## config.mk

```make
export PLATFORM = sky130hd
export DESIGN_NAME = mvm_pipe_param
export DESIGN_NICKNAME = d
export VERILOG_FILES = /design/src/rtl/mvm_pkg.sv /design/src/rtl/mvm_lane_tree.sv /design/src/rtl/mvm_pipe_param.sv
export SDC_FILE = /design/constraint.sdc
export NUM_CORES = 1
export LEC_CHECK = 0
export BUFFER_PORTS_ARGS = -buffer_cell sky130_fd_sc_hd__buf_4
export CORE_UTILIZATION = 40
export DETAILED_ROUTE_END_ITERATION = 12
export GPL_ROUTABILITY_DRIVEN = 1
export MAX_ROUTING_LAYER = met4
export PLACE_DENSITY = 0.65
export SYNTH_ARGS = -nofsm -noshare
export SYNTH_HDL_FRONTEND = slang
export SYNTH_SLANG_ARGS = --single-unit
export TNS_END_PERCENT = 5
```

## constraint.sdc

```tcl
create_clock -name clk -period 6.35 [get_ports clk]
set_input_delay 1.27 -clock clk [delete_from_list [all_inputs] [get_ports clk]]
set_output_delay 1.27 -clock clk [all_outputs]
set_load 0.02 [all_outputs]
```

## src/rtl/mvm_pkg.sv

```systemverilog
// mvm_pkg: shared FSM state type, sizing helpers and output conversion
// for the mvm_pipe_param matrix-vector multiplier.
package mvm_pkg;

    typedef enum logic [2:0] {IDLE, LOAD_X, LOAD_A, COMPUTE, DRAIN, OUTPUT} state_t;

    function automatic int accw(input int iw, input int n);
        return 2 * iw + $clog2(n);
    endfunction

    function automatic int chunks(input int n, input int p);
        return n / p;
    endfunction

    function automatic int cw(input int v);
        return v < 2 ? 1 : $clog2(v);
    endfunction

    // Callers truncate the result to the output width; with sat set the value is clamped first.
    function automatic logic signed [63:0] sat_trunc(input logic signed [63:0] v, input int ow, input bit sat);
        logic signed [63:0] hi, lo;
        hi = (64'sd1 <<< (ow - 1)) - 64'sd1;
        lo = -(64'sd1 <<< (ow - 1));
        return !sat ? v : (v > hi ? hi : (v < lo ? lo : v));
    endfunction

endpackage

```

## src/rtl/mvm_lane_tree.sv

```systemverilog
// mvm_lane_tree: P registered signed multipliers feeding a combinational
// log2(P)-level adder tree, padded with zero leaves up to a power of two.
module mvm_lane_tree #(
    parameter int P    = 4,
    parameter int IW   = 8,
    parameter int ACCW = 18
) (
    input  logic                   clk,
    input  logic                   reset,
    input  logic [P-1:0][IW-1:0]   a,
    input  logic [P-1:0][IW-1:0]   x,
    output logic signed [ACCW-1:0] sum
);
    localparam int LV = $clog2(P);
    localparam int P2 = 1 << LV;

    logic signed [2*IW-1:0] prod [P];

    always_ff @(posedge clk or posedge reset)
        if (reset)
            for (int j = 0; j < P; j++) prod[j] <= '0;
        else
            for (int j = 0; j < P; j++) prod[j] <= (2*IW)'($signed(a[j])) * (2*IW)'($signed(x[j]));

    genvar l, i;
    for (l = 0; l <= LV; l++) begin : g_lvl
        logic signed [ACCW-1:0] v [P2 >> l];
        for (i = 0; i < (P2 >> l); i++) begin : g_n
            if (l == 0) begin : g_leaf
                if (i < P) begin : g_p
                    assign v[i] = ACCW'(prod[i]);
                end else begin : g_z
                    assign v[i] = '0;
                end
            end else begin : g_add
                assign v[i] = g_lvl[l-1].v[2*i] + g_lvl[l-1].v[2*i+1];
            end
        end
    end

    assign sum = g_lvl[LV].v[0];

endmodule

```

## src/rtl/mvm_pipe_param.sv

```systemverilog
// mvm_pipe_param: streaming N x N signed matrix-vector multiplier, y = A*x,
// with P MAC lanes, a three-stage issue/multiply/accumulate pipeline and serial output.
module mvm_pipe_param
    import mvm_pkg::*;
#(
    parameter int N   = 4,
    parameter int P   = 4,
    parameter int IW  = 8,
    parameter int OW  = 16,
    parameter int SAT = 0
) (
    input  logic                 clk,
    input  logic                 reset,
    input  logic                 start,
    input  logic signed [IW-1:0] data_in,
    output logic                 ready,
    output logic signed [OW-1:0] data_out,
    output logic                 out_valid,
    output logic                 done
);
    localparam int ACCW = accw(IW, N);
    localparam int CH   = chunks(N, P);
    localparam int CW   = cw(N * N);
    localparam int RW   = cw(N);
    localparam int KW   = cw(CH);

    state_t state, state_nxt;
    logic [CW-1:0] cnt;
    logic [RW-1:0] row, s1_row, s2_row;
    logic [KW-1:0] chk;
    logic chk_last, row_last, issue;
    logic s1_v, s1_first, s1_last, s2_v, s2_first, s2_last;
    logic [P-1:0][IW-1:0] s1_a, s1_x;
    logic signed [ACCW-1:0] sum, acc, acc_nxt;
    logic signed [OW-1:0] dq;
    logic signed [IW-1:0] x_mem [N];
    logic signed [IW-1:0] a_mem [N*N];
    logic signed [OW-1:0] y_mem [N];

    assign chk_last = chk == KW'(CH - 1);
    assign row_last = row == RW'(N - 1);
    assign issue    = state == COMPUTE;
    assign acc_nxt  = s2_first ? sum : acc + sum;

    always_comb begin
        state_nxt = state;
        case (state)
            IDLE:    state_nxt = start ? LOAD_X : IDLE;
            LOAD_X:  state_nxt = cnt == CW'(N - 1) ? LOAD_A : LOAD_X;
            LOAD_A:  state_nxt = cnt == CW'(N * N - 1) ? COMPUTE : LOAD_A;
            COMPUTE: state_nxt = row_last && chk_last ? DRAIN : COMPUTE;
            DRAIN:   state_nxt = !s1_v && !s2_v ? OUTPUT : DRAIN;
            OUTPUT:  state_nxt = cnt == CW'(N - 1) ? IDLE : OUTPUT;
            default: state_nxt = IDLE;
        endcase
    end

    // dq holds the last emitted element so data_out stays stable once OUTPUT ends.
    always_comb begin
        ready     = state == IDLE;
        out_valid = state == OUTPUT;
        done      = out_valid && cnt == CW'(N - 1);
        data_out  = out_valid ? y_mem[RW'(cnt)] : dq;
    end

    always_ff @(posedge clk or posedge reset)
        if (reset) begin
            state    <= IDLE;
            cnt      <= '0;
            row      <= '0;
            chk      <= '0;
            s1_v     <= 1'b0;
            s1_first <= 1'b0;
            s1_last  <= 1'b0;
            s1_row   <= '0;
            s2_v     <= 1'b0;
            s2_first <= 1'b0;
            s2_last  <= 1'b0;
            s2_row   <= '0;
            acc      <= '0;
            dq       <= '0;
        end else begin
            state    <= state_nxt;
            cnt      <= state_nxt != state ? '0 : cnt + 1'b1;
            chk      <= issue && !chk_last ? chk + 1'b1 : '0;
            row      <= issue ? row + RW'(chk_last) : '0;
            s1_v     <= issue;
            s1_first <= chk == '0;
            s1_last  <= chk_last;
            s1_row   <= row;
            s2_v     <= s1_v;
            s2_first <= s1_first;
            s2_last  <= s1_last;
            s2_row   <= s1_row;
            acc      <= s2_v ? acc_nxt : acc;
            dq       <= out_valid ? data_out : dq;
        end

    // Chunks issue in row-major order, so the issue index times P is the A address.
    always_ff @(posedge clk) begin
        if (state == LOAD_X) x_mem[RW'(cnt)] <= data_in;
        if (state == LOAD_A) a_mem[cnt] <= data_in;
        if (s2_v && s2_last) y_mem[s2_row] <= OW'(sat_trunc(64'(acc_nxt), OW, SAT != 0));
        for (int l = 0; l < P; l++) begin
            s1_a[l] <= a_mem[CW'(int'(cnt) * P + l)];
            s1_x[l] <= x_mem[RW'(int'(chk) * P + l)];
        end
    end

    mvm_lane_tree #(.P(P), .IW(IW), .ACCW(ACCW)) u_tree (
        .clk   (clk),
        .reset (reset),
        .a     (s1_a),
        .x     (s1_x),
        .sum   (sum)
    );

endmodule

```

==> summary.txt <==
Layout
  • Fillers: 5500
  • Multi-input logic area: 12800 um2
  • Non-filler cells, final: 2916
  • Most frequent cells in the layout: inv_1, fa_1, edfxtp_1
  • Fraction of layout cells with a size suffix above 1: 11.0%
  • Most common cell after layout, fill and taps aside: inv_1
  • Nets: 2456
  • Area Growth Syn to Fin: 11.4%
  • Reg area: 10900 um2

Routing
  • Wire per inst: 16.5 um
  • DRC Markers: 0
  • Initial DRC count: 670
  • Post-DRT Antenna Nets: 0
  • Final wirelength: 48300 um
  • Vias: 14112
  • Via-to-Cell Ratio: 4.84
  • Number of detailed-route iterations in the first pass: 4

Min path
  • HP Class: flip-flop to flip-flop
  • Hold_sp: x_mem[1][2]$_DFFE_PP_
  • End point of the worst hold path: s1_x[10]$_DFF_P_
  • Worst Hold Path Cells: 0

Clocking
  • H-tree depth: 2
  • CTS tree: yes
  • Hold Buf Count CTS: 0
  • Clock sinks: 402
  • Post-CTS Setup Bufs: 0
  • Root buffer cell: clkbuf_16
  • Post-CTS resize count: 0
  • CTS Buffer Depth: 3
  • Skew-Pair Late Insertion Delay: 0.58 ns
  • TritonCTS Buffers: 46
  • Worst-path clk slew: 0.06 ns

Timing
  • Unrepaired setup endpoints after global routing: false
  • Tcrit/Tclk final: 79.1%
  • Setup TNS: 0 ns
  • Relative slew slack: 17.0%
  • Worst clock skew: 0.0209 ns
  • Final hold slack: 0.339 ns
  • Slew @ Worst Pin: 1.24 ns
  • Final setup vio count: 0
  • Min cycle time layout: 5.02 ns
  • Max Fclk: 199 MHz
  • Max-slew violations: 0
  • Hold Fails Final Rpt: 0

GRT
  • Largest net degree at the start of global routing: 75
  • Overflow after GRT: 0
  • Initial antenna violation count: 0
  • Gr usage total: 16.6%
  • Number of global-route vias before repair: 15416
  • Wire length of the first global-routing pass: 81200 um

Worst setup path
  • Worst Setup End Kind: flip-flop
  • CP Data Required Time: 6.80 ns
  • Reg2Reg Depth: 18
  • Worst Path Buf+Inv: 2
  • Worst reg2reg startpoint: u_tree.g_lvl[0].v[1]$_DFF_PP0_
  • R2R setup slack: 1.33 ns
  • Setup CP Type: flip-flop to flip-flop
  • CP startpoint kind: flip-flop
  • Most numerous cell on the critical path: fa_1
  • Largest fanout on the critical path: 6
  • Worst EP arrival: 5.47 ns
  • Critical path's slowest cell: fa_1
  • R2R Path End: acc[14]$_DFFE_PP0P_
  • Crit-path max cell delay: 0.53 ns
  • Crit path max-delay family: adder cells
  • Cell Chain, Critical Path: inv_1 > fa_1 > inv_1 > fa_1 > ha_1 > fa_1 > a211oi_1 > o21ai_1 > a31oi_1 > xnor2_1 > ha_1 > a21o_1 > or3_1 > a41oi_2 > o31ai_1 > xor2_1 > mux2_4 > mux2_4

Status
  • Status: complete, no violations

Synthesis
  • Synthesized area: 25100 um2
  • Yosys top cell area share: 26.8%
  • Syn avg cell area: 12.7 um2
  • Register area share after synthesis: 43.2%
  • Post-Syn Instances: 1978
  • Top_reg_cell synth: edfxtp_1
  • Largest area contributor in the netlist: edfxtp_1
  • FF+latch count, synth: 402
  • EDFF count, synth: 224
  • Synth top area cells: edfxtp_1, fa_1, dfrtp_1
  • Async SR Flop Fraction: 28.4%
  • Ys Warns: 0
  • Distinct cells, synth: 67
  • Post-synth net total: 2393

Placed design
  • Placed cells: 2830
  • Port bufs: 29
  • GP Congestion: 0.861
  • DP Wirelength: 37000 um

Die
  • Die area: 63800 um2
  • CORE AREA: 61800 um2
  • Initial Utilization: 40.6%
  • Die width: 253 um
  • Die Y: 253 um
  • I/O pin total: 30
  • Cell Rows: 91

Job
  • Max-cap violations: 0
[synth_stat cells (all sizes together) (4+ instances only)]
cell type,instances
dfrtp,114
o21a,4
nor2,60
nor3,14
a21o,25
dfxtp,64
xor2,22
edfxtp,224
nand2b,24
o21ai,43
nor3b,4
nand3,4
buf,10
a31oi,7
mux2,48
a21oi,49
nand2,117
nor2b,14
a21boi,7
xnor2,71
fa,251
and2,158
o311ai,4
ha,153
clkbuf,13
inv,364
and3,6
mux4,48
[flip-flops by register name (all words and copies together) (netlist names), 2 cells and up]
| name | cells |
|---|---|
| a_mem | 128 |
| u_tree.g_lvl.v | 64 |
| y_mem | 64 |
| s1_a | 32 |
| s1_x | 32 |
| x_mem | 32 |
| acc | 16 |
| dq | 16 |
| cnt | 4 |
| state | 3 |
| row | 2 |
| s1_row | 2 |
| s2_row | 2 |
[worst reg2reg max path: cells and delay by family (launching register included)]
family	cells	cell delay (ns)
fa+ha+maj	5	2.02
compound gates	6	1.25
mux	2	0.56
flops	1	0.33
simple gates	1	0.33
xor+xnor	2	0.33
buf+inv	2	0.11
[cells by family after synthesis]
logic type / share of synthesized area (%)
fa+ha+maj: 27.6
mux: 6.53
other cells: 0.0149
buf+inv: 5.83
xor+xnor: 3.24
simple gates: 8.75
compound gates: 4.76
flops: 43.2
[cell type report]
| type | count | area share (%) |
|---|---|---|
| diodes | 1 | 0.00894 |
| clock buffers | 64 | 4.65 |
| clock inverters | 21 | 1.06 |
| inverters | 365 | 4.90 |
| multi-input cells | 1188 | 45.8 |
| flip-flops and latches | 402 | 38.8 |
| well taps | 837 | 3.74 |
| repair buffers | 38 | 1.02 |
[per-stage QoR]
| step | setup slack (ns) | cell area (um2) | utilization (%) |
|---|---|---|---|
| CTS | 1.35 | 28000 | 45.3 |
| finish | 1.33 | 28000 | 45.3 |
| global placement | 1.46 | 26400 | 42.7 |
| global route | 0.959 | 28000 | 45.3 |
| detailed placement | 1.36 | 26400 | 42.7 |
| floorplan | 1.70 | 25100 | - |
[worst max path at each step]
| stage | from | cells past startpoint | endpoint | slack (ns) |
|---|---|---|---|---|
| global route | u_tree.g_lvl[0].v[1]$_DFF_PP0_ | 18 | acc[14]$_DFFE_PP0P_ | 0.96 |
| CTS | u_tree.g_lvl[0].v[1]$_DFF_PP0_ | 18 | acc[14]$_DFFE_PP0P_ | 1.35 |
| global placement | u_tree.g_lvl[0].v[1]$_DFF_PP0_ | 18 | acc[14]$_DFFE_PP0P_ | 1.46 |
| floorplan | u_tree.g_lvl[0].v[1]$_DFF_PP0_ | 18 | acc[14]$_DFFE_PP0P_ | 1.70 |
| finish | u_tree.g_lvl[0].v[1]$_DFF_PP0_ | 18 | acc[14]$_DFFE_PP0P_ | 1.33 |
| detailed placement | u_tree.g_lvl[0].v[1]$_DFF_PP0_ | 18 | acc[14]$_DFFE_PP0P_ | 1.36 |
[per-layer routing]
metal | GRT usage [%] | vias up | part of all wire, %
li1 | - | 6611 | -
met1 | 20.7 | 7238 | 45
met2 | 28.8 | 203 | 51
met3 | 1.98 | 60 | 2.9
met4 | 3.83 | 0 | 1.8
met5 | - | - | 0
Power is not shown: default switching activity piles up to over one toggle a cycle in this logic, so the estimate is an artifact.
